File: config.mk
export PLATFORM = sky130hd
export DESIGN_NAME = mdu_iter
export DESIGN_NICKNAME = d
export VERILOG_FILES = /design/src/rtl/mdu_pkg.sv /design/src/rtl/mdu_datapath.sv /design/src/rtl/mdu_iter.sv
export SDC_FILE = /design/constraint.sdc
export NUM_CORES = 1
export LEC_CHECK = 0
export ABC_AREA = 1
export BUFFER_PORTS_ARGS = -buffer_cell sky130_fd_sc_hd__buf_2
export CAP_MARGIN = 10
export CORE_MARGIN = 2
export CORE_UTILIZATION = 30
export DETAILED_ROUTE_END_ITERATION = 16
export PLACE_DENSITY = 0.48
export REMOVE_ABC_BUFFERS = 1
export SKIP_CTS_REPAIR_TIMING = 1
export SLEW_MARGIN = 20
export SYNTH_ARGS = -nofsm -noshare
export SYNTH_HDL_FRONTEND = slang
export SYNTH_SLANG_ARGS = --single-unit
File: constraint.sdc
create_clock -name clk -period 5.4 [get_ports clk]
set_clock_uncertainty 0.15 [all_clocks]
set_input_delay 0.54 -clock clk [delete_from_list [all_inputs] [get_ports clk]]
set_output_delay 0.54 -clock clk [all_outputs]
set_load 0.01 [all_outputs]
File: src/rtl/mdu_pkg.sv
// mdu_pkg: shared types and constants for the
// iterative RV32M multiply/divide unit.
package mdu_pkg;

   typedef enum logic [1:0] {
      S_IDLE,
      S_CALC,
      S_FAST,
      S_DONE
   } mdu_state_t;

   typedef enum logic [2:0] {
      OP_MUL    = 3'b000,
      OP_MULH   = 3'b001,
      OP_MULHSU = 3'b010,
      OP_MULHU  = 3'b011,
      OP_DIV    = 3'b100,
      OP_DIVU   = 3'b101,
      OP_REM    = 3'b110,
      OP_REMU   = 3'b111
   } mdu_op_t;

   localparam int          MDU_DIV_BIT = 2;
   localparam logic [31:0] MDU_MIN_INT = 32'h8000_0000;

endpackage

File: src/rtl/mdu_datapath.sv
// mdu_datapath: accumulators, shift-add / restoring-
// subtract step, sign fix-up and special-result load.
module mdu_datapath
   import mdu_pkg::*;
#(
   parameter int XLEN = 32
) (
   input  logic            clk,
   input  logic            reset_n,
   input  logic            load_i,
   input  logic            step_i,
   input  logic            fix_i,
   input  logic [2:0]      funct_i,
   input  logic [XLEN-1:0] srca_i,
   input  logic [XLEN-1:0] srcb_i,
   output logic            special_o,
   output logic [XLEN-1:0] res_o
);

   localparam logic [XLEN-1:0] MinInt = (XLEN == 32) ?
      XLEN'(MDU_MIN_INT) : {1'b1, {(XLEN-1){1'b0}}};

   mdu_op_t         op, op_q;
   logic            is_div, a_sgn, b_sgn, a_neg, b_neg;
   logic            div_zero, ovf;
   logic [XLEN-1:0] a_mag, b_mag;
   logic [XLEN-1:0] hi_q, lo_q, m_q;
   logic            negq_q, negr_q;
   logic [XLEN-1:0] res_q;
   logic [XLEN:0]   sum, rs, diff;
   logic [XLEN-1:0] nhi, nlo;
   logic [2*XLEN-1:0] prod, sprod;
   logic [XLEN-1:0] quo, rem, fixres;

   // Operand decode: signedness, magnitudes, special cases
   always_comb begin
      op     = mdu_op_t'(funct_i);
      is_div = funct_i[MDU_DIV_BIT];
      a_sgn  = is_div ? (op == OP_DIV || op == OP_REM)
                      : (op == OP_MULH || op == OP_MULHSU);
      b_sgn  = is_div ? a_sgn : (op == OP_MULH);
      a_neg  = a_sgn & srca_i[XLEN-1];
      b_neg  = b_sgn & srcb_i[XLEN-1];
      a_mag  = a_neg ? -srca_i : srca_i;
      b_mag  = b_neg ? -srcb_i : srcb_i;
      div_zero = is_div && (srcb_i == '0);
      ovf      = is_div && a_sgn && (srca_i == MinInt)
                 && (srcb_i == '1);
      special_o = div_zero | ovf;
   end

   // One iteration: shift-add multiply or restoring divide
   always_comb begin
      sum  = {1'b0, hi_q} + (lo_q[0] ? {1'b0, m_q} : '0);
      rs   = {hi_q, lo_q[XLEN-1]};
      diff = rs - {1'b0, m_q};
      nhi  = hi_q;
      nlo  = lo_q;
      if (step_i) begin
         if (op_q[MDU_DIV_BIT]) begin
            if (!diff[XLEN]) begin
               nhi = diff[XLEN-1:0];
               nlo = {lo_q[XLEN-2:0], 1'b1};
            end else begin
               nhi = rs[XLEN-1:0];
               nlo = {lo_q[XLEN-2:0], 1'b0};
            end
         end else begin
            nhi = sum[XLEN:1];
            nlo = {sum[0], lo_q[XLEN-1:1]};
         end
      end
   end

   // Sign fix-up and result select
   always_comb begin
      prod  = {nhi, nlo};
      sprod = negq_q ? -prod : prod;
      quo   = negq_q ? -nlo : nlo;
      rem   = negr_q ? -nhi : nhi;
      case (op_q)
         OP_MUL:                        fixres = sprod[XLEN-1:0];
         OP_MULH, OP_MULHSU, OP_MULHU:  fixres = sprod[2*XLEN-1:XLEN];
         OP_DIV, OP_DIVU:               fixres = quo;
         default:                       fixres = rem;
      endcase
   end

   // Accumulator and result registers
   always_ff @(posedge clk or negedge reset_n) begin
      if (!reset_n) begin
         op_q   <= OP_MUL;
         hi_q   <= '0;
         lo_q   <= '0;
         m_q    <= '0;
         negq_q <= 1'b0;
         negr_q <= 1'b0;
         res_q  <= '0;
      end else begin
         if (load_i) begin
            op_q   <= op;
            hi_q   <= '0;
            lo_q   <= is_div ? a_mag : b_mag;
            m_q    <= is_div ? b_mag : a_mag;
            negq_q <= a_neg ^ b_neg;
            negr_q <= a_neg;
            if (div_zero) begin
               hi_q   <= srca_i;
               lo_q   <= '1;
               negq_q <= 1'b0;
               negr_q <= 1'b0;
            end else if (ovf) begin
               lo_q   <= MinInt;
               negq_q <= 1'b0;
               negr_q <= 1'b0;
            end
         end else if (step_i) begin
            hi_q <= nhi;
            lo_q <= nlo;
         end
         if (fix_i)
            res_q <= fixres;
      end
   end

   assign res_o = res_q;

endmodule

File: src/rtl/mdu_iter.sv
// mdu_iter: iterative RV32M multiply/divide unit with
// a one-cycle OkE completion pulse for the hazard unit.
module mdu_iter
   import mdu_pkg::*;
#(
   parameter int XLEN = 32,
   parameter int CNTW = 6
) (
   input  logic            clk,
   input  logic            reset_n,
   input  logic            StartE,
   input  logic [2:0]      FunctE,
   input  logic [XLEN-1:0] SrcAE,
   input  logic [XLEN-1:0] SrcBE,
   input  logic            FlushE,
   output logic            BusyE,
   output logic            OkE,
   output logic [XLEN-1:0] ResultE
);

   mdu_state_t      state_q, state_d;
   logic [CNTW-1:0] cnt_q, cnt_d;
   logic [XLEN-1:0] result_q;
   logic [XLEN-1:0] res;
   logic            load, step, fix, ok, special;

   mdu_datapath #(.XLEN(XLEN)) u_dp (
      .clk       (clk),
      .reset_n   (reset_n),
      .load_i    (load),
      .step_i    (step),
      .fix_i     (fix),
      .funct_i   (FunctE),
      .srca_i    (SrcAE),
      .srcb_i    (SrcBE),
      .special_o (special),
      .res_o     (res)
   );

   // Next-state and datapath controls; flush wins
   always_comb begin
      state_d = state_q;
      cnt_d   = cnt_q;
      load    = 1'b0;
      step    = 1'b0;
      fix     = 1'b0;
      ok      = 1'b0;
      if (FlushE) begin
         state_d = S_IDLE;
         cnt_d   = '0;
      end else begin
         case (state_q)
            S_IDLE: begin
               if (StartE) begin
                  load = 1'b1;
                  if (special) begin
                     state_d = S_FAST;
                     cnt_d   = '0;
                  end else begin
                     state_d = S_CALC;
                     cnt_d   = CNTW'(XLEN);
                  end
               end
            end
            S_CALC: begin
               step  = 1'b1;
               cnt_d = cnt_q - 1'b1;
               if (cnt_q == CNTW'(1)) begin
                  fix     = 1'b1;
                  state_d = S_DONE;
               end
            end
            S_FAST: begin
               fix     = 1'b1;
               state_d = S_DONE;
            end
            S_DONE: begin
               ok      = 1'b1;
               state_d = S_IDLE;
            end
            default: state_d = S_IDLE;
         endcase
      end
   end

   // State, counter and held result
   always_ff @(posedge clk or negedge reset_n) begin
      if (!reset_n) begin
         state_q  <= S_IDLE;
         cnt_q    <= '0;
         result_q <= '0;
      end else begin
         state_q <= state_d;
         cnt_q   <= cnt_d;
         if (ok)
            result_q <= res;
      end
   end

   assign BusyE   = (state_q != S_IDLE);
   assign OkE     = ok;
   assign ResultE = ok ? res : result_q;

endmodule

==> results.toml <==
[outcome]
status = "completed"

[clocking]
cts-buffers-inserted = 17
cts-root-buf = "clkbuf_16"
worstSkewPairLatency_ps = 500
clk_path_buf_depth = 2
cts_sinks = 173
cts.clk_slew.worst_paths_ps = 80
htreeDepth = 4
cts_tree = "built"

[worst_hold_path]
worst_hold_path_type = "in2reg"

[critical_path]
path_max_fanout = 17
criticalPathCategory = "reg2reg"
cp_data_arrival_time_ps = 5000
cp-end-kind = "flop"
cp-start-kind = "flop"
cp.required_ps = 5640

[drt]
drc_errors = 0
routed_via_density = 5.10
vias = 21200
drtIter0Drc = 1956
drt-wirelength-per-cell_um = 20.3
wl_um = 84400
ant_nets = 0
first_pass_iters = 6

[sta]
slew_viol_final = 0
max_freq_ghz = 0.210
finalHoldViolations = 0
setup_viol = 0
slew_headroom = 0.302
tightest_slew_ps = 1040
period_minus_slack_ps = 4760
rsz0062_at_grt = "no"
post-route-period-util = 0.881
hold-worst-slack_ps = 152

[global_route]
use_met1 = 0.360
track_usage = 0.256
grt_overflow = 0
grt_first_pass_wirelength_um = 127000
grt_pass1_vias = 20000
met3_usage = 0.0281
grt_use_met2 = 0.404
busiest_layer = "met2"
grt_max_degree = 90
antenna_found_initial = 3

[final_layout]
layout_common_cells = "nand2_1, inv_1, nor2_1, nand3_1, o21ai_0"
drive_above_1_share = 0.0902
num-fill-cells = 7253
syn_to_final_growth_pct = 10.9
final_cells = 4163
final_common_cell = "nand2_1"
fin_nets = 3451

[power_and_ir_drop]
power_density_nw_per_um2 = 714
p_leak_nw = 11.0
vdd_drop_max_uv = 271

[synth]
ys_types = 53
syn_area_um2 = 19000
avgSynthCellArea_um2 = 5.87
ys_seq_area_frac = 0.227
synth-seq-cells = 173
synthCells = 3240
yosys_warnings = 0

[placement]
place_congestion = 0.960
io_buffers = 104
dp_cells = 4129
dp.final_hpwl_um = 67600

[die]
die_h_um = 256
die-width_um = 256
core_um2 = 62900
num_rows = 92
pin_count = 105
dieArea_um2 = 65500
start_util = 0.303

[run]
cap_violations = 0
worst paths after layout:
kind,end,start,slack [ps],depth (start not counted)
worst max-delay path,u_dp.res_o[28],u_dp.lo_q[0],640,25
worst min-delay path,u_dp.op_q[1],FunctE[1],150,3
worst max register to register,u_dp.res_o[28],u_dp.lo_q[0],640,25
worst min register to register,result_q[14],result_q[14],320,2
max in group asynchronous,u_dp.m_q[4],reset_n,3560,3
min in group asynchronous,result_q[23],reset_n,480,2
power by group:
group	internal, mW	total (mW)	switching (mW)
logic	3.42	11.2	7.79
clock network	0.657	1.33	0.668
registers	1.91	2.55	0.633
total	5.99	15.1	9.09
per-layer routing:
metal,routed length (um),share of wire
met5,12,0.00014
met4,2840,0.034
met3,5460,0.065
met2,37100,0.44
met1,39000,0.46
state kept, by name, summed over array words and instances (netlist names):
register and count:
cnt_q 6, u_dp.negq_q 1, u_dp.res_o 32, u_dp.negr_q 1, u_dp.op_q 3, result_q 32, u_dp.lo_q 32, u_dp.hi_q 32
state_q 2, u_dp.m_q 32
cell type report:
| type | count | area (um2) | share of cell area |
|---|---|---|---|
| inverters | 491 | 1840 | 0.0873 |
| diodes | 1 | 2.50 | 0.000119 |
| clock inverters | 15 | 169 | 0.00800 |
| multi-input cells | 2472 | 12400 | 0.588 |
| well taps | 846 | 1060 | 0.0501 |
| repair buffers | 148 | 875 | 0.0414 |
| clock buffers | 17 | 425 | 0.0201 |
| flip-flops and latches | 173 | 4330 | 0.205 |
metrics by stage:
stage / setup slack [ps] / total power [mW] / utilization / area, um2 / setup TNS [ps]
2_1_floorplan: -1510 / 9.70 / - / 18600 / -53960
3_3_place_gp: 824 / 13.6 / 0.326 / 20500 / 0
3_5_place_dp: 754 / 13.5 / 0.326 / 20500 / 0
4_1_cts: 740 / 14.9 / 0.336 / 21100 / 0
5_1_grt: 120 / 16.4 / 0.336 / 21100 / 0
6_report: 641 / 15.1 / 0.336 / 21100 / 0
cell families after synthesis:
logic type,share of synthesized area
AO/OA/AOI/OAI,0.145
XOR/XNOR,0.0428
adder cells (fa/ha/maj),0.0514
buffers and inverters,0.121
flip-flops,0.227
multiplexers,0.00526
AND/OR/NAND/NOR,0.407
worst max-delay path, stage by stage (launching register included):
cell	delay, ps
dfrtp_1	960
nand2_1	130
inv_1	110
ha_1	330
nand2_1	230
inv_1	90
a21oi_1	130
nand2_1	170
nand2_1	110
nand2_1	140
o21ai_0	180
nand2_1	60
inv_1	160
nand2_1	80
nand2_1	380
nand2_1	180
nor2_2	200
nand2_1	130
nor2_2	130
nand2_1	110
nand2_2	100
nand3_1	80
nand2_1	70
nor2_1	40
nor2_1	120
nor2_1	50
synth_stat cells (all sizes together):
master	n	area, um2
nand2	1096	4290
inv	485	1820
nor2	330	1340
nand3	240	1240
o21ai	219	1120
dfrtp	173	4330
a21oi	149	768
ha	75	938
xor2	73	639
clkbuf	64	240
nor3	43	225
nand4	41	257
buf	40	226
o22ai	28	175
o221ai	27	236
nand3b	23	173
o211ai	22	165
xnor2	20	175
nor4	17	106
a31oi	11	68.8
or2	11	68.8
mux2i	10	100
a22oi	7	52.6
a21o	6	45.0
clkinv	6	22.5
o21bai	5	37.5
and2	3	18.8
o2111ai	3	26.3
a21boi	2	15.0
a41oi	2	17.5
and3	2	12.5
fa	2	40.0
o21a	2	15.0
nor4b	1	8.76
o22a	1	8.76
or3	1	6.26
No activity file was read; power rests on OpenSTA's default activity.
